### config.mk
export PLATFORM = sky130hd
export DESIGN_NAME = register_file
export DESIGN_NICKNAME = d
export VERILOG_FILES = /design/src/rtl/register_file_pkg.sv /design/src/rtl/register_file_gp_register.sv /design/src/rtl/register_file.sv
export SDC_FILE = /design/constraint.sdc
export NUM_CORES = 1
export LEC_CHECK = 0
export ABC_AREA = 0
export CORE_UTILIZATION = 51
export DETAILED_ROUTE_END_ITERATION = 6
export PLACE_DENSITY = 0.68
export REMOVE_ABC_BUFFERS = 1
export SYNTH_ARGS = -nofsm -noshare
export SYNTH_HDL_FRONTEND = slang
export SYNTH_HIERARCHICAL = 1
export SYNTH_SLANG_ARGS = --single-unit
### constraint.sdc
create_clock -name Clock -period 6.1 [get_ports Clock]
set_input_delay 1.22 -clock Clock [delete_from_list [all_inputs] [get_ports Clock]]
set_output_delay 1.22 -clock Clock [all_outputs]
set_load 0.05 [all_outputs]
### src/rtl/register_file_pkg.sv
// Shared definitions for the register file: default width, FunSel codes and read-select codes.
package register_file_pkg;

    localparam int DATA_W_DEFAULT = 32;

    typedef enum logic [2:0] {
        FS_DEC    = 3'b000,
        FS_INC    = 3'b001,
        FS_LOAD   = 3'b010,
        FS_CLR    = 3'b011,
        FS_LD8    = 3'b100,
        FS_LD16   = 3'b101,
        FS_SHL8   = 3'b110,
        FS_SEXT16 = 3'b111
    } fun_sel_e;

    localparam logic [2:0] SEL_R1 = 3'b000;
    localparam logic [2:0] SEL_R2 = 3'b001;
    localparam logic [2:0] SEL_R3 = 3'b010;
    localparam logic [2:0] SEL_R4 = 3'b011;
    localparam logic [2:0] SEL_S1 = 3'b100;
    localparam logic [2:0] SEL_S2 = 3'b101;
    localparam logic [2:0] SEL_S3 = 3'b110;
    localparam logic [2:0] SEL_S4 = 3'b111;

endpackage

### src/rtl/register_file_gp_register.sv
// One register of the file with its FunSel-selected update function.
// Build option: REGISTER_FILE_SATURATE_EN makes increment/decrement saturate instead of wrap.
module gp_register
    import register_file_pkg::*;
#(
    parameter int DATA_W = DATA_W_DEFAULT
) (
    input  logic              Clock,
    input  logic              Reset,
    input  logic              E,
    input  logic [2:0]        FunSel,
    input  logic [DATA_W-1:0] I,
    output logic [DATA_W-1:0] Q
);

    localparam logic [DATA_W-1:0] ONE      = {{(DATA_W-1){1'b0}}, 1'b1};
    localparam logic [DATA_W-1:0] ALL_ONES = '1;

    logic [DATA_W-1:0] q_q;
    logic [DATA_W-1:0] q_d;

    always_comb begin
        q_d = q_q;
        if (E) begin
            case (FunSel)
`ifdef REGISTER_FILE_SATURATE_EN
                FS_DEC:    q_d = (q_q == '0) ? q_q : q_q - ONE;
                FS_INC:    q_d = (q_q == ALL_ONES) ? q_q : q_q + ONE;
`else
                FS_DEC:    q_d = q_q - ONE;
                FS_INC:    q_d = q_q + ONE;
`endif
                FS_LOAD:   q_d = I;
                FS_CLR:    q_d = '0;
                FS_LD8:    q_d = {{(DATA_W-8){1'b0}}, I[7:0]};
                FS_LD16:   q_d = {{(DATA_W-16){1'b0}}, I[15:0]};
                FS_SHL8:   q_d = {q_q[DATA_W-9:0], I[7:0]};
                FS_SEXT16: q_d = {{(DATA_W-16){I[15]}}, I[15:0]};
                default:   q_d = q_q;
            endcase
        end
    end

    always_ff @(posedge Clock or negedge Reset) begin
        if (!Reset) begin
            q_q <= '0;
        end else begin
            q_q <= q_d;
        end
    end

    assign Q = q_q;

endmodule

### src/rtl/register_file.sv
// Eight-entry register file (R1..R4, S1..S4) feeding the ALU operand ports OutA/OutB.
// Build option: REGISTER_FILE_SATURATE_EN selects saturating increment/decrement in every register.
module register_file
    import register_file_pkg::*;
#(
    parameter int DATA_W = DATA_W_DEFAULT
) (
    input  logic              Clock,
    input  logic              Reset,
    input  logic [DATA_W-1:0] I,
    input  logic [2:0]        FunSel,
    input  logic [3:0]        RegSel,
    input  logic [3:0]        ScrSel,
    input  logic [2:0]        OutASel,
    input  logic [2:0]        OutBSel,
    output logic [DATA_W-1:0] OutA,
    output logic [DATA_W-1:0] OutB
);

    // Index 0..3 = R1..R4, 4..7 = S1..S4; the select buses list R1/S1 in their MSB.
    logic [7:0]        enable_vec;
    logic [DATA_W-1:0] reg_val [8];

    assign enable_vec = {RegSel, ScrSel};

    for (genvar g = 0; g < 8; g++) begin : g_regs
        gp_register #(
            .DATA_W (DATA_W)
        ) u_reg (
            .Clock  (Clock),
            .Reset  (Reset),
            .E      (enable_vec[7-g]),
            .FunSel (FunSel),
            .I      (I),
            .Q      (reg_val[g])
        );
    end

    always_comb begin
        OutA = '0;
        case (OutASel)
            SEL_R1:  OutA = reg_val[0];
            SEL_R2:  OutA = reg_val[1];
            SEL_R3:  OutA = reg_val[2];
            SEL_R4:  OutA = reg_val[3];
            SEL_S1:  OutA = reg_val[4];
            SEL_S2:  OutA = reg_val[5];
            SEL_S3:  OutA = reg_val[6];
            SEL_S4:  OutA = reg_val[7];
            default: OutA = '0;
        endcase
    end

    always_comb begin
        OutB = '0;
        case (OutBSel)
            SEL_R1:  OutB = reg_val[0];
            SEL_R2:  OutB = reg_val[1];
            SEL_R3:  OutB = reg_val[2];
            SEL_R4:  OutB = reg_val[3];
            SEL_S1:  OutB = reg_val[4];
            SEL_S2:  OutB = reg_val[5];
            SEL_S3:  OutB = reg_val[6];
            SEL_S4:  OutB = reg_val[7];
            default: OutB = '0;
        endcase
    end

endmodule

==> metrics.yaml <==
post-synth-top-count-cell: "nor2_1"
slew_violations: 0
crit_type: "in -> out"
cp_max_fo: 23
met2WireLength_mm: 58.53
gp_congestion: 1.025
async_flop_share: 1.000
grt_max_degree: 135
maxCapViolCount: 0
fin_ws_ns: 0.7842
cts_resized: 0
drt-total-wl_mm: 149.2
tightest_slew_ns: 1.369
synth_edf_count: 0
yosys_warnings: 6
cts_buffers: 37
min_from: "g_regs[0].u_reg/Q[25]$_DFFE_PN0P_"
arrival_ns: 4.10
ys.flop_type: "dfrtp_1"
fin_crit_ns: 5.316
dr.pass1.iters: 7
clkLatencyLatePin_ns: 0.58
vias: 34720
fin_skew_ns: 0.02102
max_freq_mhz: 188.1
io_pins: 115
multiInputGateArea_mm2: 0.02444
critPathLaunch: "OutASel[0]"
hold_path.class: "reg -> reg"
row_count: 92
num-nets-final: 4298
rr_startpoint: "g_regs[6].u_reg/Q[0]$_DFFE_PN0P_"
violations: "design-rule violations"
core_mm2: 0.06308
largest_reg_flops: 256
syn_inst: 3982
pre_cts_ws_ns: 0.8399
yosys-top-cells-area: "dfrtp_1 20%, ha_1 10%, mux2i_1 7.2%, a21oi_1 5.5%, nor2_1 4.2%"
wl_per_cell_um: 30.80
endpoint_kind: "output port"
die_area_mm2: 0.06491
finalSetupViolations: 0
wl_met1_mm: 61.41
die_x_um: 254.8
cts_buffer_depth: 3
yosysUniqueCellTypes: 89
vias_per_cell: 7.167
grt_pass1_wl_mm: 216.5
h-tree-depth: 2
netlist_top_cells_count: "362 x nor2_1, 359 x a21oi_1, 272 x ha_1"
start_util: 0.5166
avgSynthCellArea_um2: 8.184
ys_seq_area_frac: 0.1966
slew_headroom: 0.08476
numClockSinks: 256
clkSlewWorstSetupHoldPaths_ns: 0.06
die_h_um: 254.8
setup_tns_ns: 0
grt_pass1_vias: 31360
track_usage: 0.4513
syn-cell-area_mm2: 0.03259
timing.final.hold_violations: 0
antenna_left: 0
peakVddDrop_mv: 0.1953
wl_met3_mm: 17.61
critical_path_required_ns: 4.88
cts_tree: "done"
status: "finished, violations left"
postCtsSetupBuffers: 0
grt-ovfl-total: 0
dp_hpwl_mm: 110.7
power_density_mw_per_mm2: 332.6
drc_errors: 14
synth-seq-cells: 256
cts_hold_buf: 0
fin_crit_sh: 0.8714
rsz0062_at_grt: "no"
yosysTopAreaCellShare: 0.1966
fill_cells: 6052
leakage_nw: 14.92
first_iter_violations: 4894
crit_path_start_kind: "input pin"
layout-drive-gt1-share: 0.07760
antenna_found_initial: 7
cts_root_buf: "clkbuf_16"
areaGrowthSynthToFinish_pct: 9.092
synth_largest_area_cell: "dfrtp_1"
port_buffers: 114
ff_latch_area_mm2: 0.006406
highest_layer: "met5"
[final cells by class]
class                           count  area share
Tap cell                          846     0.02978
Inverter                          138     0.01457
Timing Repair Buffer              200     0.05110
Clock inverter                     18    0.006265
Sequential cell                   256      0.1802
Antenna cell                        4   0.0002816
Multi-Input combinational cell   3334      0.6876
Clock buffer                       49     0.03020
[report_power, final]
| part | total (mW) | switching, mW | internal [mW] |
|---|---|---|---|
| Sequential | 3.03 | 1.02 | 2.01 |
| Clock | 2.36 | 0.938 | 1.42 |
| Combinational | 6.44 | 3.85 | 2.59 |
[layout by cell type, fill, tap and decap left out, types with 33 or more instances in the layout]
cell type / count
clkdlybuf4s50_1: 102
a221oi_1: 110
o21ai_0: 154
nand2_1: 203
nand2b_1: 37
mux2i_1: 233
xnor2_1: 126
nor3b_1: 33
a22oi_1: 52
inv_1: 132
o22a_1: 64
nand3_1: 54
buf_4: 84
a22o_1: 59
dfrtp_1: 256
xor2_1: 80
nand4_1: 54
clkbuf_16: 39
a21oi_1: 359
a21o_1: 140
nor3_1: 50
a31oi_1: 89
nor2_1: 362
o221ai_1: 62
ha_1: 272
mux2_2: 42
o22ai_1: 70
o21a_1: 101
[critical path, stage by stage]
cell and delay (ns):
buf_2 0.27, and3b_1 0.83, buf_4 0.33, a22oi_1 0.09, a31oi_1 0.41, clkdlybuf4s50_1 0.92
[path summary, 6_finish.rpt]
| check | to | slack [ns] | cells after the start |
|---|---|---|---|
| worst max register to register | g_regs[6].u_reg/Q[24]$_DFFE_PN0P_ | 2.78 | 10 |
| max in group asynchronous | g_regs[7].u_reg/Q[24]$_DFFE_PN0P_ | 4.17 | 2 |
| worst min-delay path | g_regs[0].u_reg/Q[25]$_DFFE_PN0P_ | 0.59 | 1 |
| min in group asynchronous | g_regs[2].u_reg/Q[17]$_DFFE_PN0P_ | 0.63 | 1 |
| worst min register to register | g_regs[0].u_reg/Q[25]$_DFFE_PN0P_ | 0.59 | 1 |
| worst max-delay path | OutA[9] | 0.78 | 6 |
[metrics by stage]
stage          utilization  cells  cell area [µm²]  power (mW)  hold WS [ns]
5_1_grt             0.5634   4841            35540       12.35        0.6046
4_1_cts             0.5633   4841            35530       11.58        0.5823
2_1_floorplan            -   3728            31360       6.973        0.4913
3_5_place_dp        0.5427   4774            34240       9.204        0.5695
6_report            0.5636   4845            35550       11.83        0.5903
3_3_place_gp        0.5427   4774            34240       9.223        0.5682
[logic make-up (layout without fill, tap and decap cells)]
group / Yosys count / in the layout / synth area share
buffers and inverters: 392 / 405 / 0.05368
flip-flops: 256 / 256 / 0.1966
multiplexers: 284 / 284 / 0.09011
AND/OR/NAND/NOR: 967 / 967 / 0.1432
other: 0 / 4 / 0
AO/OA/AOI/OAI: 1597 / 1597 / 0.3517
adder cells (fa/ha/maj): 280 / 280 / 0.1093
XOR/XNOR: 206 / 206 / 0.05537
[layer usage]
metal,global-route usage,vias up
met2,0.6217,2137
met4,0.2938,2
met1,0.6175,16730
li1,-,15380
met5,0,-
met3,0.1161,477
No activity file was read; power rests on OpenSTA's default activity.
